--- config.mk ---
export PLATFORM = sky130hd
export DESIGN_NAME = mem_port_arbiter
export DESIGN_NICKNAME = d
export VERILOG_FILES = /design/src/rtl/mem_port_arbiter.sv
export SDC_FILE = /design/constraint.sdc
export NUM_CORES = 1
export LEC_CHECK = 0
export ABC_AREA = 1
export CORE_AREA = 2 2 105 107
export CTS_CLUSTER_SIZE = 20
export DETAILED_ROUTE_END_ITERATION = 8
export DIE_AREA = 0 0 107 109
export PLACE_DENSITY_LB_ADDON = 0.1
export REMOVE_ABC_BUFFERS = 1
export SYNTH_ARGS = -nofsm -noshare
export SYNTH_HDL_FRONTEND = slang
export SYNTH_SLANG_ARGS = --single-unit
--- constraint.sdc ---
create_clock -name clk -period 3.51 [get_ports clk]
set_input_delay 0.702 -clock clk [delete_from_list [all_inputs] [get_ports clk]]
set_output_delay 0.702 -clock clk [all_outputs]
set_load 0.01 [all_outputs]
--- src/rtl/mem_port_arbiter.sv ---
// Shares the core memory bus between fetch (F) and the memory stage (D), routing in-order responses back by tag.
// Latency: zero added cycles; a grant is issued in the accept cycle and a response is routed in its bus_rvalid cycle.
// Backpressure: bus_req drops while MAX_OUTSTANDING transactions are unanswered or rst is high; bus_ready stalls grants.
//
// Ports:
//   clk, rst                       clock, synchronous active-high reset
//   f_req/f_addr/f_gnt             fetch request (read only), held until f_gnt
//   f_flush                        drop every in-flight fetch response (taken jump)
//   f_rvalid/f_rdata               fetch response
//   d_req/d_we/d_addr/d_wdata/d_gnt  data request, held until d_gnt
//   d_rvalid/d_rdata               data response (load data or store completion)
//   bus_req/bus_we/bus_addr/bus_wdata/bus_ready  request side of the memory bus
//   bus_rvalid/bus_rdata           in-order response side of the memory bus
//   err                            sticky: response arrived with nothing outstanding
module mem_port_arbiter #(
    parameter int MAX_OUTSTANDING = 4,
    parameter int STARVE_LIMIT    = 4
) (
    input  logic        clk,
    input  logic        rst,
    input  logic        f_req,
    input  logic [31:0] f_addr,
    output logic        f_gnt,
    input  logic        f_flush,
    output logic        f_rvalid,
    output logic [31:0] f_rdata,
    input  logic        d_req,
    input  logic        d_we,
    input  logic [31:0] d_addr,
    input  logic [31:0] d_wdata,
    output logic        d_gnt,
    output logic        d_rvalid,
    output logic [31:0] d_rdata,
    output logic        bus_req,
    output logic        bus_we,
    output logic [31:0] bus_addr,
    output logic [31:0] bus_wdata,
    input  logic        bus_ready,
    input  logic        bus_rvalid,
    input  logic [31:0] bus_rdata,
    output logic        err
);

    localparam int PTR_W = (MAX_OUTSTANDING > 1) ? $clog2(MAX_OUTSTANDING) : 1;
    localparam int CNT_W = $clog2(MAX_OUTSTANDING + 1);
    localparam int STV_W = $clog2(STARVE_LIMIT + 1);

    // Tag FIFO: one {is_fetch, drop} pair per accepted, unanswered transaction.
    logic [MAX_OUTSTANDING-1:0] tag_fetch;
    logic [MAX_OUTSTANDING-1:0] tag_drop;
    logic [PTR_W-1:0]           wr_ptr;
    logic [PTR_W-1:0]           rd_ptr;
    logic [CNT_W-1:0]           occupancy;
    logic [STV_W-1:0]           starve_cnt;

    logic full;
    logic empty;
    logic sel_f;
    logic accept;
    logic push;
    logic pop;
    logic head_fetch;
    logic head_drop;
    logic resp_ok;

    // Full is taken from the registered occupancy only: a pop in the same
    // cycle does not free a slot until the next cycle.
    assign full  = (occupancy == CNT_W'(MAX_OUTSTANDING));
    assign empty = (occupancy == '0);

    // D wins by default; F wins when D is idle or after STARVE_LIMIT
    // consecutive D grants taken while F was waiting.
    assign sel_f = ~d_req | ((starve_cnt == STV_W'(STARVE_LIMIT)) & f_req);

    assign bus_req   = (f_req | d_req) & ~full & ~rst;
    assign accept    = bus_req & bus_ready;
    assign f_gnt     = accept & sel_f;
    assign d_gnt     = accept & ~sel_f;
    assign bus_we    = sel_f ? 1'b0 : d_we;
    assign bus_addr  = sel_f ? f_addr : d_addr;
    assign bus_wdata = sel_f ? '0 : d_wdata;

    assign push = accept;
    assign pop  = bus_rvalid & ~empty;

    assign head_fetch = tag_fetch[rd_ptr];
    assign head_drop  = tag_drop[rd_ptr];

    // A response with nothing outstanding is never forwarded.
    assign resp_ok  = bus_rvalid & ~empty & ~rst;
    assign f_rvalid = resp_ok & head_fetch & ~head_drop & ~f_flush;
    assign d_rvalid = resp_ok & ~head_fetch;
    assign f_rdata  = bus_rdata;
    assign d_rdata  = bus_rdata;

    always_ff @(posedge clk) begin
        if (rst) begin
            wr_ptr    <= '0;
            rd_ptr    <= '0;
            occupancy <= '0;
            tag_fetch <= '0;
            tag_drop  <= '0;
        end else begin
            // Flush marks every queued fetch; the push below overrides its own
            // slot and already carries the flush in its drop bit.
            if (f_flush) begin
                for (int i = 0; i < MAX_OUTSTANDING; i++) begin
                    if (tag_fetch[i]) begin
                        tag_drop[i] <= 1'b1;
                    end
                end
            end
            if (push) begin
                tag_fetch[wr_ptr] <= sel_f;
                tag_drop[wr_ptr]  <= sel_f & f_flush;
                wr_ptr            <= wr_ptr + PTR_W'(1);
            end
            if (pop) begin
                rd_ptr <= rd_ptr + PTR_W'(1);
            end
            case ({push, pop})
                2'b10:   occupancy <= occupancy + CNT_W'(1);
                2'b01:   occupancy <= occupancy - CNT_W'(1);
                default: occupancy <= occupancy;
            endcase
        end
    end

    // Counts D grants taken over a waiting F; any F grant or F going idle
    // restarts the count.
    always_ff @(posedge clk) begin
        if (rst) begin
            starve_cnt <= '0;
        end else if (f_gnt || !f_req) begin
            starve_cnt <= '0;
        end else if (d_gnt && (starve_cnt != STV_W'(STARVE_LIMIT))) begin
            starve_cnt <= starve_cnt + STV_W'(1);
        end
    end

    always_ff @(posedge clk) begin
        if (rst) begin
            err <= 1'b0;
        end else if (bus_rvalid && empty) begin
            err <= 1'b1;
        end
    end

endmodule

# Yosys cells after proc, flatten, opt, wreduce, memory -nomap -nowiden

Cells that the tools add are included.

$add $sub $neg: 5
Order comparisons: 3
Equality and inequality tests: 5
Mux-type cells: 19
Bitwise gates (word level): 23
Reduce and logical (&&, ||, !) cells: 8

Operators with widths:

| operator            | count |
|---|---|
| $mux 32             | 2 |
| $and 1x1->1         | 13 |
| $mux 4              | 3 |
| $bwmux 4            | 2 |
| $mux 1              | 8 |
| $not 1->1           | 8 |
| $add 3x1->3 const B | 2 |
| $eq 3x3->1 const B  | 2 |
| $lt 2x3->1 const B  | 2 |
| $pmux 3 s2          | 1 |
| $add 2x1->2 const B | 2 |
| $bmux 1 s2          | 2 |
| $logic_and 1x1->1   | 3 |
| $logic_not 3->1     | 1 |
| $ne 3x3->1 const B  | 1 |
| $sub 3x1->3 const B | 1 |
| $demux 1 s2         | 1 |
| $eq 2x1->1 const B  | 1 |
| $eq 2x2->1 const B  | 1 |
| $ge 2x1->1 const B  | 1 |
| $or 1x1->1          | 2 |
| $reduce_bool 2->1   | 1 |
| $reduce_or 2->1     | 1 |
| $logic_not 1->1     | 1 |
| $logic_or 1x1->1    | 1 |

Register bits after elaboration: 19
Logic and storage cells: 70

# Depth between registers and ports, before layout

Depth after elaboration: 8
Gate-level depth with buffers: 11
Gate-level depth less buffers: 11

# Least setup slack after synthesis

No wires, ideal clock.

Path kind: input to register
From: in f_req
To: reg occupancy[2]
Arrival: 2.022 ns
Required time: 3.388 ns
Slack: 1.366 ns
Stages: 10
Cell sequence: nor2_1 -> nor2_4 -> nand3_4 -> ha_1 -> inv_1 -> fa_1 -> a21oi_1 -> o21ai_0 -> o21ai_0 -> a21oi_1

Longest elaborated chain between the ends: 6
Elaborated cells between the ends (all ways): 8
Those cells by class: eq/ne (2); mux (1); bitwise (4); reduce/logical (1)

Ends and longest elaborated chain:

| item                                            | RTL line | text |
|---|---|---|
| start, declared                                 | 21       | `input logic f_req,` |
| $or 1x1->1 (*)                                  | 75       | `assign bus_req = (f_req \| d_req) & ~full & ~rst;` |
| $and 1x1->1 (*) (2 in series)                   | 75       |  |
| $and 1x1->1 (*)                                 | 76       | `assign accept = bus_req & bus_ready;` |
| $eq 2x1->1 or $eq 2x2->1 (tied branches)        | 121      | `case ({push, pop})` |
| $pmux 3 s2 or $reduce_bool 2->1 (tied branches) | n/a      |  |
| end signal, assigned                            | 122      | `2'b10: occupancy <= occupancy + CNT_W'(1);` |
| end signal, assigned                            | 123      | `2'b01: occupancy <= occupancy - CNT_W'(1);` |
| end signal, assigned                            | 124      | `default: occupancy <= occupancy;` |
| end, declared                                   | 53       | `logic [CNT_W-1:0] occupancy;` |

Mark *: on every way between the ends. The rest lies on a longest branch, timed or not.
A chain may end at the register's enable or synchronous reset.

# Worst setup path in the final report

From: in f_req
To: out f_gnt

Longest elaborated chain between the ends: 5
Elaborated cells between the ends (all ways): 7
Those cells by class: bitwise (7)

Ends and longest elaborated chain:

| item                      | RTL line | text |
|---|---|---|
| $or 1x1->1                | 75       |  |
| $and 1x1->1 (2 in series) | 75       |  |
| $and 1x1->1               | 76       |  |
| $and 1x1->1 (*)           | 77       | `assign f_gnt = accept & sel_f;` |
| end, declared             | 23       | `output logic f_gnt,` |

Marks and branches as above.

==> flow_metrics.py <==
metrics = {
    "outcome": {
        "outcome": "completed",
    },
    "layout": {
        "final_nets": 643,
        "area_growth_pct": 66.0,
        "diodes": 0,
        "fill_cells": 1166,
        "final_cell_area_sq_mm": 0.00370,
        "final_layout_size_suffix_gt1_share_pct": 3.82,
    },
    "setup_path": {
        "r2r_cells": 10,
        "path_cells": "clkdlybuf4s50_1, nand3_1, nand2_2, buf_4, nand2_1, inv_1, clkdlybuf4s50_1",
        "critical_path.max_fanout": 28,
        "critPathKind": "in2out",
        "critPathMostFrequentCell": "clkdlybuf4s50_1",
        "required_ns": 2.81,
        "slowest_stage": "clkdlybuf4s50_1",
        "arrival_ns": 2.49,
        "cp_num_buf_inv": 4,
        "startpoint_type": "input port",
        "cp-end-kind": "primary output",
        "cpPeakStageDelay_ns": 0.54,
        "path_depth": 7,
        "crit_family": "buffers and inverters",
    },
    "placement": {
        "dpl.hpwl_um": 9080,
        "dpl_cell_area_sq_mm": 0.00365,
        "port_buffers": 174,
        "place.gp.congestion": 0.819,
        "place_ws_ns": 0.326,
    },
    "die": {
        "initial_core_util_pct": 21.0,
        "io_pins": 271,
        "fp-row-count": 38,
        "core_area_sq_mm": 0.0106,
        "fp.dieW_um": 107,
        "die_h_um": 109,
        "die_area_sq_mm": 0.0117,
    },
    "min_path": {
        "hold_depth": 2,
        "hold_path.class": "reg2reg",
    },
    "timing": {
        "grt_setup_unrepaired": "no",
        "hold_viol": 0,
        "final_max_slew_viol_count": 0,
        "fin_setup_tns_ns": 0,
        "fin_worst_skew_ns": 0.00383,
        "tightest_slew_ns": 0.343,
        "timing.slew.headroom_pct": 77.1,
        "fmax_ghz": 0.313,
        "period_needed_ns": 3.19,
        "setup_violations": 0,
        "finalCritPeriodShare_pct": 90.9,
        "fin_ws_ns": 0.319,
    },
    "clock_network": {
        "clock-sinks": 19,
        "clk_latency_ns": 0.26,
        "cts-root-buf": "clkbuf_8",
        "post_cts_buffers": 0,
        "ctsResizeCount": 0,
        "cts_made_buffers": 3,
        "cts.clk_slew.worst_paths_ns": 0.08,
        "cts_tree": "done",
        "cts.path.max_buffers": 2,
        "htree_levels": 1,
        "cts_hold_buf": 0,
    },
    "routing": {
        "drt_iter0_drc": 46,
        "first_pass_iters": 4,
        "vias_per_cell": 3.96,
        "vias": 2529,
        "drtAntennaViolNets": 0,
        "wl_um": 10600,
        "wire_per_inst_um": 16.6,
        "drc": 0,
    },
    "synth": {
        "netlist-cell-type-count": 24,
        "syn_avg_cell_area_sq_um": 5.68,
        "synth-seq-area-share_pct": 17.1,
        "synthesis.area_sq_mm": 0.00223,
        "ys.warnings.count": 0,
        "syn_inst": 392,
        "synth_seq_cells": 19,
    },
    "global_routing": {
        "grt_max_degree": 44,
        "first_global_vias": 2616,
        "antenna_found_initial": 0,
        "grt_overflow": 0,
        "grt_pass1_wl_um": 15000,
        "gr-usage-all-layers_pct": 17.2,
    },
    "power": {
        "powerDensity_mw_per_mm2": 251,
        "leakagePower_nw": 1.71,
        "ir_worst_vdd_uv": 130,
    },
    "flow_run": {
        "maxCapViolations": 0,
    },
}
==> metal layers <==
layer	up-vias	share of wire (%)	track usage [%]
met5	-	0.52	3.57
met4	2	0.65	2.60
met3	8	19	14.8
met2	183	44	27.5
met1	1039	36	17.2
li1	1297	-	-
==> logic make-up (layout without fill, tap and decap cells) <==
group,Yosys count,count (layout),share of synthesized area [%]
buffers and inverters,141,247,35.6
AOI/OAI and AO/OA,31,31,7.19
xor gates and xnor gates,1,1,0.394
DFF,19,19,17.1
and+or+nand+nor,192,192,34.9
adders and majority gates,8,8,4.83
==> final timing paths <==
| path | start | end | slack (ns) |
|---|---|---|---|
| setup / recovery | f_req | f_gnt | 0.32 |
| hold / removal | err$_SDFFE_PP0P_ | err$_SDFFE_PP0P_ | 0.46 |
| setup reg to reg | occupancy[0]$_SDFFE_PP0P_ | occupancy[2]$_SDFFE_PP0P_ | 1.57 |
| hold reg to reg | err$_SDFFE_PP0P_ | err$_SDFFE_PP0P_ | 0.46 |
==> sequential cells by signal (all words and copies together) (netlist names) <==
name and cells:
err 1, occupancy 3, rd_ptr 2, starve_cnt 3, tag_drop 4, tag_fetch 4, wr_ptr 2
==> per-stage QoR <==
| stage | util, % | power (W) | instances | hold slack, ns |
|---|---|---|---|---|
| 5_1_grt | 34.9 | 0.00101 | 638 | 0.478 |
| 4_1_cts | 34.9 | 0.000940 | 638 | 0.460 |
| 3_5_place_dp | 34.4 | 0.000773 | 634 | 0.448 |
| 2_1_floorplan | - | 0.000487 | 316 | 0.442 |
| 3_3_place_gp | 34.4 | 0.000776 | 634 | 0.441 |
| 6_report | 34.9 | 0.000929 | 638 | 0.455 |
==> worst reg2reg max path: stages (launching register included) <==
cell	delay, ns
dfxtp_1	0.34
inv_2	0.09
nand3_1	0.14
nand3_4	0.20
ha_1	0.17
inv_1	0.06
fa_1	0.37
a21oi_1	0.14
o21ai_0	0.11
o21ai_0	0.16
a21oi_1	0.05
==> synthesized netlist by cell type <==
cell type / number / area share, %
clkbuf_1: 1 / 0.17
buf_4: 65 / 22
o21ai_0: 9 / 2.0
inv_1: 61 / 10
nor3_1: 1 / 0.22
nand3_4: 1 / 0.79
a21oi_1: 17 / 3.8
nand3_1: 11 / 2.5
buf_6: 1 / 0.51
o211ai_1: 1 / 0.34
nor2_4: 2 / 1.0
nand2_1: 125 / 21
o21ai_1: 3 / 0.67
xor2_1: 1 / 0.39
nand4_1: 1 / 0.28
ha_1: 7 / 3.9
nor2_1: 47 / 7.9
buf_2: 9 / 2.0
fa_1: 1 / 0.90
nor2_2: 3 / 0.84
a21o_1: 1 / 0.34
dfxtp_1: 19 / 17
inv_2: 4 / 0.67
nand2_2: 1 / 0.28
==> area by class of cell <==
class | count | area, sq um | area share, %
Clock buffer | 3 | 41.3 | 1.12
Clock inverter | 1 | 5.00 | 0.135
Inverter | 65 | 244 | 6.60
Multi-Input combinational cell | 232 | 1050 | 28.5
Sequential cell | 19 | 380 | 10.3
Tap cell | 140 | 175 | 4.74
Timing Repair Buffer | 178 | 1800 | 48.6
==> cell usage in the layout, fill, tap and decap left out <==
cell             netlist  routed
nand2_2                1       1
nor2_1                47      47
o21ai_0                9       9
nor2_4                 2       2
a21oi_1               17      17
o211ai_1               1       1
nand3_1               11      11
clkbuf_8               0       3
nor3_1                 1       1
a21o_1                 1       1
clkinv_2               0       1
fa_1                   1       1
inv_1                 61      61
inv_2                  4       4
nor2_2                 3       3
buf_12                 0       2
buf_4                 65       2
xor2_1                 1       1
nand2_1              125     125
clkdlybuf4s50_1        0     174
o21ai_1                3       3
nand3_4                1       1
nand4_1                1       1
ha_1                   7       7
dfxtp_1               19      19
==> power by group <==
part,leakage [nW],internal (W),switching (W)
Sequential,0.155,0.000246,0.0000243
Combinational,1.53,0.000274,0.000222
Clock,0.0255,0.0000791,0.0000836
(Power assumes the default switching activity.)
